<file path="src/rtl/flash_pkg.sv">
// Shared definitions for the flash arbiter: FSM state encoding,
// forwarded-command encoding and requester count.
package flash_pkg;

  localparam int NUM_REQ = 2;
  localparam int CMD_W   = 6;

  // One-hot arbiter states.
  typedef enum logic [3:0] {
    ST_IDLE      = 4'b0001,
    ST_ISSUE     = 4'b0010,
    ST_WAIT_DONE = 4'b0100,
    ST_RELEASE   = 4'b1000
  } state_e;

  // Command vector layout, highest priority in the MSB:
  // {erase_all, erase_64k, erase_32k, erase_4k, wr_en, rd_en}.
  typedef logic [CMD_W-1:0] cmd_t;

  localparam cmd_t CMD_NONE      = 6'b000000;
  localparam cmd_t CMD_ERASE_ALL = 6'b100000;
  localparam cmd_t CMD_ERASE_64K = 6'b010000;
  localparam cmd_t CMD_ERASE_32K = 6'b001000;
  localparam cmd_t CMD_ERASE_4K  = 6'b000100;
  localparam cmd_t CMD_WR        = 6'b000010;
  localparam cmd_t CMD_RD        = 6'b000001;

endpackage

</file>
<file path="src/rtl/flash_cmd_prio.sv">
// Picks the single highest-priority strobe out of a requester's six
// command strobes and presents it as a one-hot command.
module flash_cmd_prio
  import flash_pkg::*;
(
  input  logic [CMD_W-1:0] cmd_req,
  output logic [CMD_W-1:0] cmd_sel
);

  // Priority pick: erase_all > 64k > 32k > 4k > wr > rd.
  always_comb begin
    cmd_sel = CMD_NONE;
    if ((cmd_req & CMD_ERASE_ALL) != CMD_NONE) begin
      cmd_sel = CMD_ERASE_ALL;
    end else if ((cmd_req & CMD_ERASE_64K) != CMD_NONE) begin
      cmd_sel = CMD_ERASE_64K;
    end else if ((cmd_req & CMD_ERASE_32K) != CMD_NONE) begin
      cmd_sel = CMD_ERASE_32K;
    end else if ((cmd_req & CMD_ERASE_4K) != CMD_NONE) begin
      cmd_sel = CMD_ERASE_4K;
    end else if ((cmd_req & CMD_WR) != CMD_NONE) begin
      cmd_sel = CMD_WR;
    end else if ((cmd_req & CMD_RD) != CMD_NONE) begin
      cmd_sel = CMD_RD;
    end else begin
      cmd_sel = CMD_NONE;
    end
  end

endmodule

</file>
<file path="src/rtl/flash_arbiter.sv">
// Two-requester arbiter in front of a single flash controller. One owner
// is granted at a time; its highest-priority command is forwarded while
// in ISSUE, and controller status is routed back to it until done.
module flash_arbiter
  import flash_pkg::*;
#(
  parameter logic RR_EN = 1'b1
) (
  input  logic        sys_clk,
  input  logic        sys_rst_n,
  input  logic        r0_erase_all_i,
  input  logic        r0_erase_64k_i,
  input  logic        r0_erase_32k_i,
  input  logic        r0_erase_4k_i,
  input  logic        r0_wr_en_i,
  input  logic        r0_rd_en_i,
  input  logic [23:0] r0_addr_i,
  input  logic [7:0]  r0_wr_data_i,
  output logic        r0_busy_o,
  output logic        r0_wr_req_o,
  output logic [7:0]  r0_rd_data_o,
  output logic        r0_rd_data_valid_o,
  output logic        r0_erase_done_o,
  output logic        r0_wr_done_o,
  output logic        r0_rd_done_o,
  input  logic        r1_erase_all_i,
  input  logic        r1_erase_64k_i,
  input  logic        r1_erase_32k_i,
  input  logic        r1_erase_4k_i,
  input  logic        r1_wr_en_i,
  input  logic        r1_rd_en_i,
  input  logic [23:0] r1_addr_i,
  input  logic [7:0]  r1_wr_data_i,
  output logic        r1_busy_o,
  output logic        r1_wr_req_o,
  output logic [7:0]  r1_rd_data_o,
  output logic        r1_rd_data_valid_o,
  output logic        r1_erase_done_o,
  output logic        r1_wr_done_o,
  output logic        r1_rd_done_o,
  output logic        flash_erase_all_o,
  output logic        flash_erase_64k_o,
  output logic        flash_erase_32k_o,
  output logic        flash_erase_4k_o,
  output logic        flash_wr_en_o,
  output logic        flash_rd_en_o,
  output logic [23:0] flash_addr_o,
  output logic [7:0]  flash_wr_data_o,
  input  logic        flash_busy_i,
  input  logic        flash_wr_req_i,
  input  logic        flash_rd_data_valid_i,
  input  logic        flash_erase_done_i,
  input  logic        flash_wr_done_i,
  input  logic        flash_rd_done_i,
  input  logic [7:0]  flash_rd_data_i
);

  state_e             state_r;
  state_e             state_nxt_s;
  logic               owner_r;
  logic               last_owner_r;
  logic               grant_s;
  logic [NUM_REQ-1:0] req_s;
  cmd_t               r0_cmd_s;
  cmd_t               r1_cmd_s;
  cmd_t               owner_cmd_s;
  cmd_t               cmd_sel_s;
  logic               done_any_s;
  logic               in_issue_s;
  logic               in_wait_s;
  logic               in_release_s;
  logic               route0_s;
  logic               route1_s;

  assign r0_cmd_s = {r0_erase_all_i, r0_erase_64k_i, r0_erase_32k_i,
                     r0_erase_4k_i, r0_wr_en_i, r0_rd_en_i};
  assign r1_cmd_s = {r1_erase_all_i, r1_erase_64k_i, r1_erase_32k_i,
                     r1_erase_4k_i, r1_wr_en_i, r1_rd_en_i};
  assign req_s       = {(r1_cmd_s != CMD_NONE), (r0_cmd_s != CMD_NONE)};
  assign owner_cmd_s = owner_r ? r1_cmd_s : r0_cmd_s;
  assign done_any_s  = flash_erase_done_i | flash_wr_done_i | flash_rd_done_i;

  flash_cmd_prio u_cmd_prio (
    .cmd_req (owner_cmd_s),
    .cmd_sel (cmd_sel_s)
  );

  // Grant decision for the next ownership, evaluated while IDLE.
  always_comb begin
    grant_s = 1'b0;
    if (req_s[0] && req_s[1]) begin
      if (RR_EN) begin
        grant_s = ~last_owner_r;
      end else begin
        grant_s = 1'b0;
      end
    end else if (req_s[1]) begin
      grant_s = 1'b1;
    end else begin
      grant_s = 1'b0;
    end
  end

  // Next-state logic; a done pulse coinciding with acceptance is ignored
  // because only WAIT_DONE looks at the done inputs.
  always_comb begin
    state_nxt_s = state_r;
    case (state_r)
      ST_IDLE: begin
        if (req_s != 2'b00) state_nxt_s = ST_ISSUE;
        else                state_nxt_s = ST_IDLE;
      end
      ST_ISSUE: begin
        if (owner_cmd_s == CMD_NONE) state_nxt_s = ST_IDLE;
        else if (!flash_busy_i)      state_nxt_s = ST_WAIT_DONE;
        else                         state_nxt_s = ST_ISSUE;
      end
      ST_WAIT_DONE: begin
        if (done_any_s) state_nxt_s = ST_RELEASE;
        else            state_nxt_s = ST_WAIT_DONE;
      end
      ST_RELEASE: state_nxt_s = ST_IDLE;
      default:    state_nxt_s = ST_IDLE;
    endcase
  end

  // State, owner and round-robin history registers.
  always_ff @(posedge sys_clk or negedge sys_rst_n) begin
    if (!sys_rst_n) begin
      state_r      <= ST_IDLE;
      owner_r      <= 1'b0;
      last_owner_r <= 1'b1;
    end else begin
      state_r <= state_nxt_s;
      if ((state_r == ST_IDLE) && (state_nxt_s == ST_ISSUE)) begin
        owner_r <= grant_s;
      end
      if ((state_r == ST_WAIT_DONE) && (state_nxt_s == ST_RELEASE)) begin
        last_owner_r <= owner_r;
      end
    end
  end

  assign in_issue_s   = (state_r == ST_ISSUE);
  assign in_wait_s    = (state_r == ST_WAIT_DONE);
  assign in_release_s = (state_r == ST_RELEASE);
  assign route0_s     = in_wait_s && (owner_r == 1'b0);
  assign route1_s     = in_wait_s && (owner_r == 1'b1);

  // Controller-facing command, address and write data.
  always_comb begin
    {flash_erase_all_o, flash_erase_64k_o, flash_erase_32k_o,
     flash_erase_4k_o, flash_wr_en_o, flash_rd_en_o} = CMD_NONE;
    flash_addr_o    = 24'h000000;
    flash_wr_data_o = 8'h00;
    if (in_issue_s) begin
      {flash_erase_all_o, flash_erase_64k_o, flash_erase_32k_o,
       flash_erase_4k_o, flash_wr_en_o, flash_rd_en_o} = cmd_sel_s;
    end else begin
      {flash_erase_all_o, flash_erase_64k_o, flash_erase_32k_o,
       flash_erase_4k_o, flash_wr_en_o, flash_rd_en_o} = CMD_NONE;
    end
    if (in_issue_s || in_wait_s) begin
      flash_addr_o    = owner_r ? r1_addr_i    : r0_addr_i;
      flash_wr_data_o = owner_r ? r1_wr_data_i : r0_wr_data_i;
    end else begin
      flash_addr_o    = 24'h000000;
      flash_wr_data_o = 8'h00;
    end
  end

  // Busy view: owner sees the controller, everyone else is held off.
  always_comb begin
    r0_busy_o = 1'b0;
    r1_busy_o = 1'b0;
    if (in_issue_s || in_wait_s) begin
      r0_busy_o = owner_r ? 1'b1 : flash_busy_i;
      r1_busy_o = owner_r ? flash_busy_i : 1'b1;
    end else if (in_release_s) begin
      r0_busy_o = 1'b1;
      r1_busy_o = 1'b1;
    end else begin
      r0_busy_o = 1'b0;
      r1_busy_o = 1'b0;
    end
  end

  assign r0_wr_req_o        = route0_s & flash_wr_req_i;
  assign r0_rd_data_valid_o = route0_s & flash_rd_data_valid_i;
  assign r0_erase_done_o    = route0_s & flash_erase_done_i;
  assign r0_wr_done_o       = route0_s & flash_wr_done_i;
  assign r0_rd_done_o       = route0_s & flash_rd_done_i;
  assign r1_wr_req_o        = route1_s & flash_wr_req_i;
  assign r1_rd_data_valid_o = route1_s & flash_rd_data_valid_i;
  assign r1_erase_done_o    = route1_s & flash_erase_done_i;
  assign r1_wr_done_o       = route1_s & flash_wr_done_i;
  assign r1_rd_done_o       = route1_s & flash_rd_done_i;
  assign r0_rd_data_o       = flash_rd_data_i;
  assign r1_rd_data_o       = flash_rd_data_i;

endmodule

</file>
<file path="config.mk">
export PLATFORM = sky130hd
export DESIGN_NAME = flash_arbiter
export DESIGN_NICKNAME = d
export VERILOG_FILES = /design/src/rtl/flash_pkg.sv /design/src/rtl/flash_cmd_prio.sv /design/src/rtl/flash_arbiter.sv
export SDC_FILE = /design/constraint.sdc
export NUM_CORES = 1
export LEC_CHECK = 0
export ABC_AREA = 1
export BUFFER_PORTS_ARGS = -buffer_cell sky130_fd_sc_hd__buf_2
export CORE_MARGIN = 2
export CORE_UTILIZATION = 35
export DETAILED_ROUTE_END_ITERATION = 10
export PLACE_DENSITY = 0.82
export SLEW_MARGIN = 20
export SYNTH_ARGS = -nofsm -noshare
export SYNTH_HDL_FRONTEND = slang
export SYNTH_SLANG_ARGS = --single-unit
export TNS_END_PERCENT = 10
</file>
<file path="constraint.sdc">
create_clock -name sys_clk -period 1.6 [get_ports sys_clk]
set_clock_uncertainty 0.15 [all_clocks]
set_input_delay 0.32 -clock sys_clk [delete_from_list [all_inputs] [get_ports sys_clk]]
set_output_delay 0.32 -clock sys_clk [all_outputs]
set_load 0.01 [all_outputs]
</file>
==> results of run 1 <==
path summary, 6_finish.rpt:
kind | from | end | slack [ns] | depth (start not counted)
min in group sys_clk | flash_busy_i | state_r[2] | 0.30 | 4
worst min-delay path | sys_rst_n | state_r[2] | 0.30 | 2
max in group asynchronous | sys_rst_n | last_owner_r | 0.78 | 2
worst max register to register | owner_r | state_r[2] | 0.04 | 10
worst max-delay path | owner_r | flash_rd_en_o | -0.31 | 7
worst min register to register | last_owner_r | last_owner_r | 0.36 | 2
Yosys cell counts:
cell / n
nand3_1: 4
nand2_4: 4
o21ai_0: 3
buf_12: 1
o21ai_1: 1
dfrtp_1: 4
nor2_1: 27
a21oi_2: 30
nand4_1: 1
nor2_4: 1
nor2_2: 3
nor3_2: 2
inv_6: 1
and2_1: 1
inv_1: 17
nand3_4: 1
nand3_2: 1
nand2_2: 5
buf_2: 6
a21oi_1: 4
inv_2: 4
nor3_1: 2
nand2_1: 93
nor3b_2: 1
buf_4: 16
buf_6: 5
dfstp_2: 2
metrics by stage:
step / TNS, ns / cells
floorplan: 0 / 240
global placement: -2.01 / 413
detailed placement: -3.18 / 413
CTS: -13.56 / 422
global route: -17.73 / 424
finish: -14.00 / 424
power by group through the flow:
| stage | Clock, W | Combinational (W) | Sequential, W |
|---|---|---|---|
| 3_3_place_gp | 0 | 0.00209 | 0.000267 |
| 3_5_place_dp | 0 | 0.00214 | 0.000271 |
| 4_1_cts | 0.000249 | 0.00244 | 0.000276 |
| 5_1_grt | 0.000260 | 0.00273 | 0.000291 |
| 6_report | 0.000241 | 0.00249 | 0.000282 |
| 2_1_floorplan | 0 | 0.00149 | 0.000258 |
layout make-up:
class                           instances  area, um2  share of cell area (%)
Timing Repair Buffer                  158        951                    40.9
Multi-Input combinational cell        184       1010                    43.7
Tap cell                               50       62.6                    2.69
Clock buffer                            4       45.0                    1.94
Sequential cell                         6        153                    6.57
Inverter                               22       97.6                    4.20
placed cells by master (no fill, tap or decap), types with 2 or more instances in the layout:
master | Yosys | final
nand3_1 | 4 | 3
clkbuf_8 | 0 | 3
o21ai_0 | 3 | 3
inv_1 | 17 | 16
nor2_2 | 3 | 6
a21oi_1 | 4 | 2
inv_2 | 4 | 4
inv_8 | 0 | 2
nor2_4 | 1 | 2
buf_16 | 0 | 2
dfrtp_1 | 4 | 4
nand2_1 | 93 | 88
nor3_2 | 2 | 3
nand3_2 | 1 | 2
nand2_4 | 4 | 4
nor2_1 | 27 | 23
dfstp_2 | 2 | 2
nand2_2 | 5 | 10
buf_4 | 16 | 17
buf_6 | 5 | 2
a21oi_2 | 30 | 31
buf_12 | 1 | 3
buf_2 | 6 | 132
registers in the layout, summed over array words and instances, names as in the netlist:
signal        flops
last_owner_r      1
owner_r           1
state_r           4
timing repair:
action | in CTS | in global routing
setup buffers | 2 | 2
setup endpoints to repair | 50 | 52
pin swaps | 7 | 0
gates cloned | 2 | 0
hold buffers | 1 | 0
hold endpoints to repair | 6 | 0
resized for setup | 20 | 6
cells by family after synthesis:
family,count (synthesis)
AND/OR/NAND/NOR,146
flip-flops,6
buffers and inverters,50
AO/OA/AOI/OAI,38
layer usage:
layer | part of all wire, % | wire length (um) | up-vias
li1 | - | - | 994
met1 | 41 | 1980 | 829
met2 | 51 | 2480 | 80
met3 | 7.5 | 365 | 7
met4 | 0.72 | 35 | 0
met5 | 0 | 0 | -
worst max-delay path, cell delays in order (launching register included):
cell and delay [ns]:
dfrtp_1 0.40, buf_6 0.15, inv_8 0.10, nand2_1 0.08
nand2_2 0.09, nand2_2 0.08, nor3_2 0.18, buf_2 0.16
==> flow_summary_export.csv, run 1 <==
group,metric,value,unit
outcome,status,"finished, violations left",
outcome,violations,"negative setup slack",
synth,syn_area,1430,um2
pwr,power_frac_seq,9.4,%
global_routing,use_met3,2.80,%
die,die_y,67.9,um
synth,ys_seq_area_share,10.7,%
global_routing,met1_usage,22.2,%
final_layout,layout.nets,467,
sta,finalSetupViolations,50,
final_layout,final_core_util,58.5,%
sta,final_max_slew_viol_count,0,
global_routing,track_usage,18.5,%
clock_network,cts_buffers,3,
drt,routed_wl,4860,um
drt,dr.first_iter.drc_count,86,
pwr,power.total,0.00301,W
global_routing,first_global_vias,1594,
synth,synth-xor-area-share,0,%
placed_design,globalplace.congestion,0.866,
sta,finalCritPeriodShare,120,%
global_routing,antenna_found_initial,0,
placed_design,placed_area,2100,um2
synth,ys_warn_count,0,
synth,ys_top_cells_by_area,"nand2_1 (24%), a21oi_2 (18%), buf_4 (8.4%)",
synth,synth.avg_cell_area,5.95,um2
synth,synth_cell_types,27,
synth,synthSimpleGateAreaFrac,46.1,%
clock_network,clock-root-buffer,"clkbuf_8",
synth,synth_compound_area_share,21.2,%
final_layout,fill_cells,369,
drt,ant_nets,0,
synth,synth_top_area_share,24.4,%
drt,drc,0,
synth,syn_inst,240,
synth,synthesis.nets,332,
global_routing,grt_pass1_wl,6630,um
setup_path,critPathKind,"flop to output port",
clock_network,cts_max_level,1,
final_layout,antenna_cells,0,
pwr,comb_power_share,82.6,%
placed_design,dp_hpwl,3800,um
die,die-width,67.9,um
sta,hold_ws,0.300,ns
sta,hold_viol,0,
die,dieArea,4610,um2
global_routing,top_usage_layer,"met2",
die,row_count,23,
global_routing,grtUsageMet2,33.6,%
min_path,min-delay-path-class,"primary input to asynchronous set/reset pin",
final_layout,final_cell_area,2320,um2
synth,yosys_register_bits,6,
setup_path,cp-start-kind,"flop",
clock_network,clkSinkCount,6,
pwr,clkPwrFrac,8.0,%
setup_path,worstPathMaxFanout,9,
setup_path,crit_required,1.13,ns
pwr,switching_share,50.3,%
clock_network,clk_latency,0.22,ns
pwr,power_switching,0.00152,W
clock_network,cts_tree,"yes",
die,ios,158,
final_layout,area_delta_synth_final,62.6,%
clock_network,clockBufferDepth,2,
final_layout,drive_above_1_share,61.2,%
global_routing,grt_max_degree,22,
die,initial_core_util,36.0,%
die,core_area,3970,um2
synth,synthAdderAreaFrac,0,%
sta,fin_ws,-0.312,ns
drt,wl_per_cell,11.5,um
placed_design,place_ws,-0.103,ns
synth,yosys.area.top_type,"nand2_1",
drt,vias_per_cell,4.50,
sta,period_needed,1.91,ns
global_routing,overflow,0,
drt,vias,1910,
drt,first_pass_iters,4,
sta,rsz0062_at_grt,"true",
flow_run,timing.max_cap.violations,0,
pwr,leakagePower,1.36,nW
clock_network,path_clk_slew,0.04,ns
synth,synth_top_family_by_area,"simple AND/OR/NAND/NOR gates",
setup_path,worst_setup_path_end_kind,"output port",
setup_path,arrival,1.44,ns
sta,tightest_slew,0.440,ns
pwr,powerDensity,1300,nW/um2
pwr,p_int,0.00150,W
synth,synthMuxAreaShare,0,%
sta,max-slew-margin-rel,70.5,%
placed_design,numPortBuffers,133,
sta,fmax,523,MHz
pwr,irDropWorstVdd,876,uV
No activity file was read; power rests on OpenSTA's default activity.
==> inputs of run 2 (changes only) <==
Settings changed: CORE_MARGIN 2 to 8.
==> run 2 against run 1 <==
  * The flow still finishes with violations (negative setup slack)
  * Routed wire length grew 27%
  * Power grew 3.7%
  * Utilization grew 2.1 points
  * Non-clock buffer count grew 5
  * Critical endpoint is now flash_erase_4k_o
  * Largest cell class unchanged
  * Largest power group unchanged
  * Highest routed layer unchanged
==> flow_summary_export.csv, run 2 (synthesized netlist as in run 1, its figures left out) <==
group,metric,value,unit
drt,first_pass_iters,4,
setup_path,r2r_slack,-0.09,ns
final_layout,largest-register,"state_r",
clock_network,clock-root-buffer,"clkbuf_8",
die,row_count,23,
placed_design,globalplace.congestion,0.871,
setup_path,reg2regPathDepth,12,
pwr,powerDensity,1300,nW/um2
sta,finalSetupViolations,53,
pwr,switching_share,51.0,%
clock_network,path_clk_slew,0.04,ns
global_routing,grt_max_degree,21,
setup_path,r2r_end,"state_r[1]",
clock_network,clk_latency,0.22,ns
sta,finalCritPeriodShare,127,%
final_layout,final_cell_mix,"buf_2 (133), nand2_1 (83), a21oi_2 (32)",
pwr,power_frac_seq,8.9,%
pwr,p_int,0.00153,W
final_layout,drive_above_1_share,64.0,%
sta,max-slew-margin-rel,81.9,%
setup_path,worstPathMaxFanout,7,
pwr,comb_power_share,84.0,%
final_layout,antenna_cells,0,
pwr,irDropWorstVdd,832,uV
die,dieArea,6380,um2
global_routing,overflow,0,
drt,dr.first_iter.drc_count,61,
final_layout,top_regs,"state_r x4, last_owner_r x1, owner_r x1",
global_routing,grt_pass1_wl,8620,um
clock_network,cts_tree,"yes",
sta,hold_viol,0,
global_routing,antenna_found_initial,0,
drt,vias_per_cell,4.64,
placed_design,dp_hpwl,4650,um
setup_path,arrival,1.55,ns
final_layout,largest_reg_flops,4,
sta,final_max_slew_viol_count,0,
setup_path,worst_setup_path_end_kind,"output port",
clock_network,cts_max_level,1,
clock_network,clockBufferDepth,2,
setup_path,crit_end,"flash_erase_4k_o",
drt,ant_nets,0,
pwr,power_switching,0.00159,W
die,ios,158,
die,die_y,79.9,um
pwr,clkPwrFrac,7.1,%
setup_path,startpoint,"owner_r",
global_routing,track_usage,16.3,%
pwr,leakagePower,1.40,nW
sta,fmax,494,MHz
drt,routed_wl,6160,um
die,die-width,79.9,um
sta,fin_ws,-0.425,ns
drt,drc,0,
setup_path,critPathKind,"flop to output port",
setup_path,r2r-start,"owner_r",
final_layout,area_delta_synth_final,68.4,%
final_layout,final_core_util,60.6,%
setup_path,crit_required,1.13,ns
drt,vias,1986,
outcome,status,"finished, violations left",
die,core_area,3970,um2
flow_run,timing.max_cap.violations,0,
sta,hold_ws,0.303,ns
final_layout,layout.nets,472,
global_routing,first_global_vias,1960,
final_layout,final_common_cell,"buf_2",
drt,wl_per_cell,14.4,um
outcome,violations,"negative setup slack",
sta,rsz0062_at_grt,"true",
sta,period_needed,2.02,ns
clock_network,cts_buffers,3,
setup_path,cp-start-kind,"flop",
placed_design,numPortBuffers,133,
die,initial_core_util,36.0,%
min_path,min-delay-path-class,"primary input to asynchronous set/reset pin",
sta,tightest_slew,0.268,ns
clock_network,clkSinkCount,6,
run 2: cell types whose count changed in the layout (fill, tap and decap cells not counted), sizes merged:
cell and change:
buf +4, clkinv +1, inv -1
run 2: how the worst min path moves through the flow:
stage                       to    startpoint  slack, ns  cells after the start
floorplan              owner_r     sys_rst_n      -0.13                      0
global placement    state_r[3]     sys_rst_n     -0.006                      1
detailed placement  state_r[3]     sys_rst_n     -0.002                      1
CTS                 state_r[2]  flash_busy_i       0.28                      4
global route           owner_r     sys_rst_n       0.30                      2
finish                 owner_r     sys_rst_n       0.30                      2
run 2: area by class of cell:
class                           instances  area [um2]
Multi-Input combinational cell        184        1060
Clock buffer                            3        41.3
Fill cell                             356        1570
Sequential cell                         6         153
Inverter                               22         108
Timing Repair Buffer                  163         983
Tap cell                               50        62.6
run 2: repair_timing:
action | 4_1_cts | 5_1_grt
hold buffers | 1 | 0
endpoints found under the hold margin | 6 | 0
pin swaps | 6 | 9
endpoints found under the setup margin | 51 | 53
setup buffers | 4 | 8
gates resized for setup | 16 | 27
cloned | 1 | 1
run 2: routing by layer:
| layer | vias to the layer above | wire, um | track usage, % |
|---|---|---|---|
| li1 | 1003 | - | - |
| met1 | 848 | 2230 | 16.2 |
| met2 | 114 | 3190 | 31.3 |
| met3 | 21 | 599 | 4.62 |
| met4 | 0 | 136 | 5.64 |
| met5 | - | 0 | 0 |
run 2: worst max-delay path, cell delays in order, from the launching register on:
cell and delay (ns):
dfrtp_1 0.41, buf_6 0.15, nand2_1 0.12, nand2_4 0.08
inv_4 0.07, nand3_4 0.10, nor3b_2 0.23, buf_2 0.18
run 2: metrics by stage:
step	worst slack (ns)	cells	TNS [ns]	power, W	cell area (um2)
after CTS	-0.300	419	-14.10	0.00284	2220
after detailed placement	-0.108	410	-3.72	0.00239	2080
after floorplan	0.0396	240	0	0.00175	1430
final	-0.425	428	-14.05	0.00312	2410
after global placement	-0.0821	410	-1.76	0.00234	2080
after global routing	-0.449	428	-17.71	0.00339	2410
run 2: power by group through the flow:
stage | combinational (W) | sequential (W) | clock (W)
detailed placement | 0.00212 | 0.000269 | 0
floorplan | 0.00149 | 0.000258 | 0
finish | 0.00262 | 0.000278 | 0.000223
global placement | 0.00208 | 0.000264 | 0
global route | 0.00287 | 0.000282 | 0.000244
CTS | 0.00233 | 0.000274 | 0.000231
==> inputs of run 3 (changes only) <==
Settings changed: CTS_CLUSTER_SIZE set to 10, PLACE_DENSITY 0.82 to 0.84.
==> run 3 against run 2 <==
  * The run still ends with negative setup slack left
  * Combinational power grew 7.6%
  * Largest cell class unchanged
  * Clock power rose by 4%
  * Sequential share of layout area is 0.15 points lower
==> flow_summary_export.csv, run 3 (synthesized netlist as in run 1, its figures left out) <==
group,metric,value,unit
outcome,status,"finished, violations left",
outcome,violations,"negative setup slack",
setup_path,crit_chain,"buf_6, inv_8, nand2_4, nand2_4, inv_4, nand3_4, nor3b_2, buf_2",
sta,fmax,522,MHz
setup_path,arrival,1.45,ns
final_layout,drive_above_1_share,63.4,%
sta,final_max_slew_viol_count,0,
final_layout,seq_area,153,um2
sta,fin_ws,-0.317,ns
final_layout,multi_input_area,1070,um2
clock_network,cts_tree,"yes",
final_layout,antenna_cells,0,
setup_path,cp_common_cell,"nand2_4",
flow_run,timing.max_cap.violations,0,
sta,finalSetupViolations,50,
setup_path,worstPathMaxFanout,4,
setup_path,r2r-start,"owner_r",
setup_path,cp-start-kind,"flop",
sta,max-slew-margin-rel,77.7,%
setup_path,reg2regPathDepth,10,
setup_path,critPathMaxStageDelay,0.38,ns
sta,rsz0062_at_grt,"true",
clock_network,clk_latency,0.23,ns
drt,wl_per_cell,14.1,um
sta,tightest_slew,0.332,ns
pwr,powerDensity,1360,nW/um2
setup_path,slowest_stage,"dfrtp_1",
global_routing,grt_pass1_wl,8760,um
pwr,irDropWorstVdd,584,uV
min_path,hold_end,"state_r[2]",
global_routing,first_global_vias,2110,
final_layout,top_regs,"state_r x4, last_owner_r x1, owner_r x1",
final_layout,final_common_cell,"buf_2",
final_layout,layout.nets,471,
drt,drc,0,
final_layout,largest_reg_flops,4,
die,ios,158,
setup_path,worst_setup_path_end_kind,"output port",
setup_path,r2r_end,"state_r[2]",
die,dieArea,6380,um2
setup_path,critPathKind,"flop to output port",
clock_network,cts_buffers,3,
final_layout,final_cell_mix,"buf_2 (131), nand2_1 (84), a21oi_2 (29)",
setup_path,r2r_slack,0.08,ns
sta,hold_viol,0,
sta,finalCritPeriodShare,120,%
drt,dr.first_iter.drc_count,38,
clock_network,clock-root-buffer,"clkbuf_8",
final_layout,area_delta_synth_final,72.4,%
drt,vias,1978,
die,die_y,79.9,um
drt,routed_wl,6020,um
placed_design,place_ws,-0.112,ns
drt,vias_per_cell,4.63,
min_path,min_from,"flash_rd_done_i",
setup_path,crit_required,1.13,ns
final_layout,largest-register,"state_r",
min_path,min-delay-path-class,"primary input to flop",
sta,hold_ws,0.274,ns
global_routing,grt_max_degree,28,
drt,first_pass_iters,4,
die,row_count,23,
final_layout,fill_cells,349,
placed_design,dp_hpwl,4580,um
die,core_area,3970,um2
drt,ant_nets,0,
die,die-width,79.9,um
min_path,whs_path_depth,4,
clock_network,clockBufferDepth,2,
global_routing,antenna_found_initial,0,
clock_network,path_clk_slew,0.04,ns
placed_design,globalplace.congestion,0.824,
placed_design,numPortBuffers,133,
sta,period_needed,1.92,ns
placed_design,placed_area,2110,um2
global_routing,track_usage,16.6,%
clock_network,cts_max_level,1,
die,initial_core_util,36.0,%
final_layout,final_cell_area,2460,um2
global_routing,overflow,0,
pwr,leakagePower,1.41,nW
pwr,power.total,0.00334,W
clock_network,clkSinkCount,6,
[run 3: changes by cell type in the layout (fill, tap and decap cells not counted), moves of 3 or more]
cell / before / now
a21oi_2: 32 / 29
buf_4: 20 / 14
buf_6: 4 / 7
inv_8: 0 / 3
nor2_2: 8 / 4
nor2_4: 1 / 4
[run 3: worst max path at each step]
stage	startpoint	to	slack, ns	cells past startpoint
final	owner_r	flash_erase_4k_o	-0.32	8
after global routing	owner_r	flash_erase_4k_o	-0.39	8
after CTS	owner_r	flash_erase_4k_o	-0.32	7
after detailed placement	owner_r	flash_erase_4k_o	-0.11	7
after global placement	owner_r	flash_wr_en_o	-0.08	7
after floorplan	owner_r	flash_erase_4k_o	0.04	7
[run 3: routing by layer]
| layer | vias to the layer above | GRT usage, % | wire (um) |
|---|---|---|---|
| met2 | 87 | 30.5 | 3130 |
| met5 | - | 0 | 0 |
| li1 | 1002 | - | - |
| met3 | 14 | 6.64 | 597 |
| met4 | 0 | 5.82 | 101 |
| met1 | 875 | 16.2 | 2180 |
[run 3: critical path: cells and delay by family, from the launching register on]
| family | cells | cell delay (ns) |
|---|---|---|
| AND/OR/NAND/NOR | 4 | 0.41 |
| buffers and inverters | 4 | 0.43 |
| flip-flops | 1 | 0.38 |
[run 3: per-stage QoR]
stage / TNS (ns) / util (%) / std cells
6_report: -13.94 / 62.0 / 427
5_1_grt: -17.47 / 62.0 / 427
4_1_cts: -13.01 / 58.0 / 424
3_5_place_dp: -3.08 / 53.1 / 412
3_3_place_gp: -1.20 / 53.1 / 412
2_1_floorplan: 0 / - / 240
[run 3: area by class of cell]
cell class                 count  area share, %
tap                           50           2.54
sequential                     6           6.20
timing repair buffer         161           41.7
clock buffer                   3           1.68
inverter                      22           4.16
multi-input combinational    184           43.3
timing repair inverter         1          0.457
[run 3: report_power, final]
| part | switching, W | leakage [nW] | internal, W |
|---|---|---|---|
| registers | 0.0000642 | 0.0738 | 0.000228 |
| clock network | 0.0000701 | 0.0216 | 0.000162 |
| logic | 0.00154 | 1.31 | 0.00128 |
| total | 0.00167 | 1.41 | 0.00167 |
[run 3: what timing repair did]
item / in CTS / in global routing
buffers inserted: 6 / 1
hold buffers: 1 / 0
cloned: 2 / 2
hold endpoints to repair: 6 / 0
pin swaps: 9 / 10
setup endpoints to repair: 50 / 53
gates resized for setup: 20 / 28
